**src/rtl/ahb_arbiter_if.sv**
```systemverilog
// ============================================================================
// Module   : ahb_arbiter_if
// Brief    : AHB arbitration bundle: requests and bus status in, grant out.
// Revision : 1.0
// ============================================================================
`default_nettype none

interface ahb_arbiter_if #(
   parameter int NUM_MASTERS = 4
);
   logic [NUM_MASTERS-1:0] HBUSREQ;
   logic [NUM_MASTERS-1:0] HLOCK;
   logic [1:0]             HTRANS;
   logic [2:0]             HBURST;
   logic                   HREADY;
   logic [1:0]             HRESP;
   logic [NUM_MASTERS-1:0] HGRANT;
   logic [2:0]             HMASTER;
   logic                   HMASTLOCK;

   modport master (
      output HBUSREQ, HLOCK, HTRANS, HBURST, HREADY, HRESP,
      input  HGRANT, HMASTER, HMASTLOCK
   );

   modport slave (
      input  HBUSREQ, HLOCK, HTRANS, HBURST, HREADY, HRESP,
      output HGRANT, HMASTER, HMASTLOCK
   );
endinterface

`default_nettype wire

```
**src/rtl/ahb_arbiter.sv**
```systemverilog
// ============================================================================
// Module   : ahb_arbiter
// Brief    : Round-robin AHB arbiter with fixed-burst and locked-transfer hold.
// Revision : 1.0
// ============================================================================
`default_nettype none

module ahb_arbiter #(
   parameter int NUM_MASTERS    = 4,
   parameter int DEFAULT_MASTER = 0
) (
   input  logic          HCLK,
   input  logic          HRESET,
   ahb_arbiter_if.slave  bus
);

   localparam logic [1:0] c_HTRANS_NONSEQ = 2'b10;
   localparam logic [1:0] c_HTRANS_SEQ    = 2'b11;
   localparam logic [1:0] c_HRESP_ERROR   = 2'b01;
   localparam logic [2:0] c_DEFAULT_IDX   = 3'(DEFAULT_MASTER);
   localparam logic [NUM_MASTERS-1:0] c_DEFAULT_GRANT =
      NUM_MASTERS'(1) << DEFAULT_MASTER;

   typedef enum logic [1:0] {
      ST_ARB    = 2'd0,
      ST_BURST  = 2'd1,
      ST_LOCKED = 2'd2
   } state_t;

   state_t                 r_state;
   state_t                 w_state_nxt;
   logic [3:0]             r_cnt;
   logic [3:0]             w_cnt_nxt;
   logic [2:0]             r_ptr;
   logic [2:0]             w_ptr_nxt;
   logic [NUM_MASTERS-1:0] r_grant;
   logic [NUM_MASTERS-1:0] w_grant_nxt;
   logic [2:0]             r_master;
   logic                   r_mastlock;

   logic                   w_accept;
   logic                   w_error;
   logic                   w_fixed_burst;
   logic [3:0]             w_burst_cnt;
   logic                   w_owner_lock;
   logic [2:0]             w_owner;
   logic                   w_found;
   logic [2:0]             w_winner;
   logic [3:0]             w_dist;
   logic [3:0]             w_best;

   assign w_accept      = bus.HREADY;
   assign w_error       = (bus.HRESP == c_HRESP_ERROR) && !bus.HREADY;
   assign w_fixed_burst = (bus.HTRANS == c_HTRANS_NONSEQ) && (bus.HBURST >= 3'd2);
   assign w_owner_lock  = |(bus.HLOCK & r_grant);

   always_comb begin
      case (bus.HBURST)
         3'd2, 3'd3: w_burst_cnt = 4'd3;
         3'd4, 3'd5: w_burst_cnt = 4'd7;
         3'd6, 3'd7: w_burst_cnt = 4'd15;
         default:    w_burst_cnt = 4'd0;
      endcase
   end

   always_comb begin
      w_owner = c_DEFAULT_IDX;
      for (int j = 0; j < NUM_MASTERS; j++) begin
         if (r_grant[j]) begin
            w_owner = 3'(j);
         end
      end
   end

   // Distance 0 is the master just after the pointer; the pointer itself is last.
   always_comb begin
      w_found  = 1'b0;
      w_winner = c_DEFAULT_IDX;
      w_best   = 4'd15;
      w_dist   = 4'd0;
      for (int j = 0; j < NUM_MASTERS; j++) begin
         w_dist = 4'((j + 2 * NUM_MASTERS - 1 - int'(r_ptr)) % NUM_MASTERS);
         if (bus.HBUSREQ[j] && (w_dist < w_best)) begin
            w_found  = 1'b1;
            w_best   = w_dist;
            w_winner = 3'(j);
         end
      end
   end

   always_comb begin
      w_state_nxt = r_state;
      w_cnt_nxt   = r_cnt;
      w_grant_nxt = r_grant;
      w_ptr_nxt   = r_ptr;
      if (w_error) begin
         w_state_nxt = ST_ARB;
         w_cnt_nxt   = 4'd0;
      end else if (w_accept) begin
         case (r_state)
            ST_ARB: begin
               if (w_fixed_burst) begin
                  w_state_nxt = ST_BURST;
                  w_cnt_nxt   = w_burst_cnt;
               end else if (w_owner_lock) begin
                  w_state_nxt = ST_LOCKED;
               end else if (w_found) begin
                  w_grant_nxt = NUM_MASTERS'(1) << w_winner;
                  w_ptr_nxt   = w_winner;
               end else begin
                  w_grant_nxt = c_DEFAULT_GRANT;
               end
            end
            ST_BURST: begin
               if (bus.HTRANS == c_HTRANS_SEQ) begin
                  w_cnt_nxt = r_cnt - 4'd1;
                  if (r_cnt <= 4'd1) begin
                     w_state_nxt = ST_ARB;
                     w_cnt_nxt   = 4'd0;
                  end
               end
            end
            ST_LOCKED: begin
               // HTRANS[0] set means SEQ or BUSY: the locked sequence continues.
               if (!w_owner_lock && !bus.HTRANS[0]) begin
                  w_state_nxt = ST_ARB;
               end
            end
            default: begin
               w_state_nxt = ST_ARB;
               w_cnt_nxt   = 4'd0;
            end
         endcase
      end
   end

   always_ff @(posedge HCLK) begin
      if (HRESET) begin
         r_state    <= ST_ARB;
         r_cnt      <= 4'd0;
         r_ptr      <= c_DEFAULT_IDX;
         r_grant    <= c_DEFAULT_GRANT;
         r_master   <= c_DEFAULT_IDX;
         r_mastlock <= 1'b0;
      end else begin
         r_state <= w_state_nxt;
         r_cnt   <= w_cnt_nxt;
         r_ptr   <= w_ptr_nxt;
         r_grant <= w_grant_nxt;
         if (w_accept) begin
            r_master   <= w_owner;
            r_mastlock <= w_owner_lock;
         end
      end
   end

   assign bus.HGRANT    = r_grant;
   assign bus.HMASTER   = r_master;
   assign bus.HMASTLOCK = r_mastlock;

endmodule

`default_nettype wire

```
**src/flat_wrapper.sv**
```systemverilog
// flat-port wrapper written by rule: the top's interface ports become plain ports
module ahb_arbiter_flat 
#(
   parameter int NUM_MASTERS    = 4,
   parameter int DEFAULT_MASTER = 0
)
  (HCLK, HRESET, bus_HBUSREQ, bus_HLOCK, bus_HTRANS, bus_HBURST, bus_HREADY, bus_HRESP, bus_HGRANT, bus_HMASTER, bus_HMASTLOCK);
  ahb_arbiter_if #(.NUM_MASTERS(NUM_MASTERS)) bus_i ();
  input  logic HCLK;
  input  logic HRESET;
  input wire logic [$bits(bus_i.HBUSREQ)-1:0] bus_HBUSREQ;
  input wire logic [$bits(bus_i.HLOCK)-1:0] bus_HLOCK;
  input wire logic [$bits(bus_i.HTRANS)-1:0] bus_HTRANS;
  input wire logic [$bits(bus_i.HBURST)-1:0] bus_HBURST;
  input wire logic [$bits(bus_i.HREADY)-1:0] bus_HREADY;
  input wire logic [$bits(bus_i.HRESP)-1:0] bus_HRESP;
  output wire logic [$bits(bus_i.HGRANT)-1:0] bus_HGRANT;
  output wire logic [$bits(bus_i.HMASTER)-1:0] bus_HMASTER;
  output wire logic [$bits(bus_i.HMASTLOCK)-1:0] bus_HMASTLOCK;
  assign bus_i.HBUSREQ = bus_HBUSREQ;
  assign bus_i.HLOCK = bus_HLOCK;
  assign bus_i.HTRANS = bus_HTRANS;
  assign bus_i.HBURST = bus_HBURST;
  assign bus_i.HREADY = bus_HREADY;
  assign bus_i.HRESP = bus_HRESP;
  assign bus_HGRANT = bus_i.HGRANT;
  assign bus_HMASTER = bus_i.HMASTER;
  assign bus_HMASTLOCK = bus_i.HMASTLOCK;
  ahb_arbiter #(.NUM_MASTERS(NUM_MASTERS), .DEFAULT_MASTER(DEFAULT_MASTER)) u_core (.HCLK(HCLK), .HRESET(HRESET), .bus(bus_i));
endmodule
```
**config.mk**
```make
export PLATFORM = sky130hd
export DESIGN_NAME = ahb_arbiter_flat
export DESIGN_NICKNAME = d
export VERILOG_FILES = /design/src/rtl/ahb_arbiter_if.sv /design/src/rtl/ahb_arbiter.sv /design/src/flat_wrapper.sv
export SDC_FILE = /design/constraint.sdc
export NUM_CORES = 1
export LEC_CHECK = 0
export CAP_MARGIN = 20
export CORE_MARGIN = 5
export CORE_UTILIZATION = 45
export CTS_CLUSTER_SIZE = 24
export DETAILED_ROUTE_END_ITERATION = 10
export PLACE_DENSITY = 0.74
export SLEW_MARGIN = 0
export SYNTH_ARGS = -nofsm -noshare
export SYNTH_HDL_FRONTEND = slang
export SYNTH_SLANG_ARGS = --single-unit
```
**constraint.sdc**
```tcl
create_clock -name HCLK -period 5.6 [get_ports HCLK]
set_clock_uncertainty 0.2 [all_clocks]
set_input_delay 1.12 -clock HCLK [delete_from_list [all_inputs] [get_ports HCLK]]
set_output_delay 1.12 -clock HCLK [all_outputs]
set_load 0.005 [all_outputs]
```
==> results.md <==
* Number of library cell types mapped by synthesis at between 40 and 50
* FF-to-FF Start: u_core.r_ptr[0]$_SDFFE_PP0P_
* Fillers at between 200 and 250
* Cells on worst reg2reg path at 13
* RSZ-0062 raised after global routing: false
* Status: finished, final reports clean
* Ys async rst share at 0%
* Tot GR Track Use at ~16%
* Ports at 26
* Critical path peak fanout at 8
* Largest net degree at the start of global routing at 11
* # nets final at between 150 and 200
* Post-CTS Setup Bufs at 0
* Post-Syn Nets at 154
* Area growth syn-to-layout at 23.5%
* Placed insts at roughly 180
* DRC viols at 0
* RR Endpoint: u_core.bus.HGRANT[0]$_SDFFE_PP1P_
* Hold buffers post-CTS at 0
* Finished Core Util at between 50% and 60%
* First-pass GRT wire length at ~4300 µm
* Hold Path End: u_core.bus.HMASTER[0]$_SDFFE_PP0P_
* Final Cycle Share at 76.7%
* Worst Hold Depth at 2
* DIE HEIGHT at 58.8 µm
* # diodes at 0
* Area of the core at between 0.002 and 0.0025 mm²
* Wire per inst at roughly 14 µm
* Peak VDD IR at 0.130 mV
* CTS root buf: clkbuf_4
* Antenna violation net count after detailed routing at 0
* Cells after Synth at 132
* Worst Path Required at ~5600 ps
* FP Rows at 17
* #FFs+latches synth at 15
* CTS H-tree depth at 1
* Final instance area at 0.00132 mm²
* CTS clock-pin slew for the worst setup and hold paths at roughly 100 ps
* Placed inst area at 0.00129 mm²
* Layout cells sized above 1 at between 10% and 20%
* Vias/cell at roughly 5.6
* Die width at slightly below 60 µm
* WL final at 2450 µm
* Vias in the first global route at approximately 1000
* Via count at ~1000
* Leakage at about 0.5 nW
* Cell area after synthesis at 0.00107 mm²
* Initial Util at a little under half
* Most common cell after layout, fill and taps aside: clkdlybuf4s50_1
* Final hold vios at 0
* Synth area leader: dfxtp_1
* Slew @ Worst Pin at between 500 and 600 ps
* Min-Delay Startpoint: u_core.bus.HMASTER[0]$_SDFFE_PP0P_
* Port Buffers at 23
* Setup TNS at 0 ps
* Post-cts sizing count at 0
* Final slew viol count at 0
* CTS Sinks at 15
* Initial DRC count at 15
* Achievable Freq at 233 MHz
* Endpoints failing setup at 0
* Crit path launch: bus_HBUSREQ[1]
* DP HPWL at 1960 µm
* Avg Inst Size Synth at between 8 and 9 µm²
* Main synth FF type: dfxtp_1
* Pwr dens at between 200 and 250 mW/mm²
* Max-Slew Margin vs Limit at 66.2%
* Antenna violations before repair at 0
* Commonest non-fill, non-tap cells in the layout: clkdlybuf4s50_1 (23), nor2_1 (17), dfxtp_1 (15)
* Drt first pass iters at 4
* Worst reg-to-reg setup slack at 2250 ps
* Crit path DAT at approximately 4300 ps
* Number of synthesized flops with an enable pin at 0
* Share of the synthesized area in the top cell type at between 20% and 30%
* Post-synthesis sequential area ratio at between 20% and 30%
* CP Capture Type: flip-flop
* Max cap viols at 0
* Synthesis Warnings at 0
* Gpl congestion at approximately 0.84
* Max clock buf depth at 2
* Clock latency on the worst-skew pair at approximately 290 ps
* Hold WC Path Type: reg -> reg
* Area contributors post-synth: dfxtp_1 (28%), nor2_1 (6.0%), a21oi_1 (5.1%), ha_1 (4.7%), a211oi_1 (4.2%)
* CP startpoint kind: input pin
* Overflow after GRT at 0
* Tmin final at roughly 4300 ps
* CTS tree: built
* Cts bufs inserted at 3
* Die Area at approximately 0.0035 mm²
* Kind of critical path: in -> reg
* Fin cells at around 180
-- synthesized netlist by cell type (2+ instances only) --
| library cell | n |
|---|---|
| a211oi_1 | 6 |
| a21oi_1 | 11 |
| a22oi_1 | 2 |
| buf_2 | 3 |
| buf_4 | 2 |
| dfxtp_1 | 15 |
| ha_1 | 4 |
| inv_1 | 8 |
| mux2i_1 | 3 |
| nand2_1 | 7 |
| nand2b_1 | 3 |
| nand3_1 | 2 |
| nor2_1 | 17 |
| nor2_2 | 2 |
| nor2b_1 | 2 |
| nor3_1 | 4 |
| nor3b_1 | 3 |
| nor4_4 | 2 |
| o21ai_0 | 7 |
| o21ai_2 | 2 |
| or2_1 | 2 |
| xnor2_1 | 2 |
-- sequential cells by signal, summed over array words and instances (netlist names) --
register and flops:
u_core.r_state 2, u_core.r_ptr 2, u_core.r_cnt 4, u_core.bus.HMASTLOCK 1
u_core.bus.HMASTER 2, u_core.bus.HGRANT 4
-- worst max-delay path by stage --
stage                                              endpoint  slack [ps]  cells past startpoint
final                     u_core.bus.HGRANT[0]$_SDFFE_PP1P_        1310                     13
after global routing      u_core.bus.HGRANT[0]$_SDFFE_PP1P_        1020                     13
after CTS                 u_core.bus.HGRANT[0]$_SDFFE_PP1P_        1310                     13
after detailed placement  u_core.bus.HGRANT[0]$_SDFFE_PP1P_         990                     13
after global placement    u_core.bus.HGRANT[0]$_SDFFE_PP1P_        1060                     13
after floorplan           u_core.bus.HGRANT[0]$_SDFFE_PP1P_        1740                     13
-- kinds of logic (layout without fill, tap and decap cells) --
| group | after synthesis | after routing | synth area share (%) |
|---|---|---|---|
| DFF | 15 | 15 | 28.0 |
| and+or+nand+nor | 50 | 50 | 26.4 |
| buffers and inverters | 14 | 35 | 6.66 |
| xor gates and xnor gates | 2 | 2 | 1.64 |
| muxes | 4 | 4 | 3.86 |
| AOI/OAI and AO/OA | 42 | 42 | 28.4 |
| other | 1 | 1 | 0.350 |
| adders and majority gates | 4 | 4 | 4.67 |
-- final cells by class --
type	instances	area, µm²	share of cell area, %
clock inverter	1	5.00	0.378
timing repair buffer	23	230	17.4
sequential	15	300	22.7
clock buffer	3	22.5	1.70
multi-input combinational	103	699	52.9
tap	28	35.0	2.65
inverter	8	30.0	2.27
-- routing by layer --
metal / vias to the layer above / global-route usage (%) / wire length, µm
met1: 469 / 17.5 / 1010
met4: 0 / 6.47 / 40
met3: 6 / 3.95 / 128
met5: - / 0 / 0
met2: 29 / 28.2 / 1270
li1: 515 / - / -
-- power by group --
part | internal [mW] | switching [mW] | leakage, nW | total [mW]
Clock | 0.0266 | 0.0373 | 0.0177 | 0.0639
Sequential | 0.115 | 0.0117 | 0.123 | 0.127
Combinational | 0.0571 | 0.0568 | 0.360 | 0.114
Total | 0.199 | 0.106 | 0.500 | 0.305
-- metrics by stage --
step	total power, mW	setup slack (ps)	hold WS (ps)
3_5_place_dp	0.244	992	283
5_1_grt	0.331	1020	325
2_1_floorplan	0.208	1740	275
6_report	0.305	1310	291
3_3_place_gp	0.240	1060	276
4_1_cts	0.308	1310	298
-- worst max-delay path: stages --
cell and delay, ps:
clkdlybuf4s50_1 640, a21oi_1 100, o21ai_0 220, ha_1 230, o22ai_1 110, o21ai_1 220
mux2_2 370, ha_1 270, nor3b_1 420, a21oi_1 110, nand2_1 100, nor2_1 60
a221o_1 310
No activity file was read; power rests on OpenSTA's default activity.
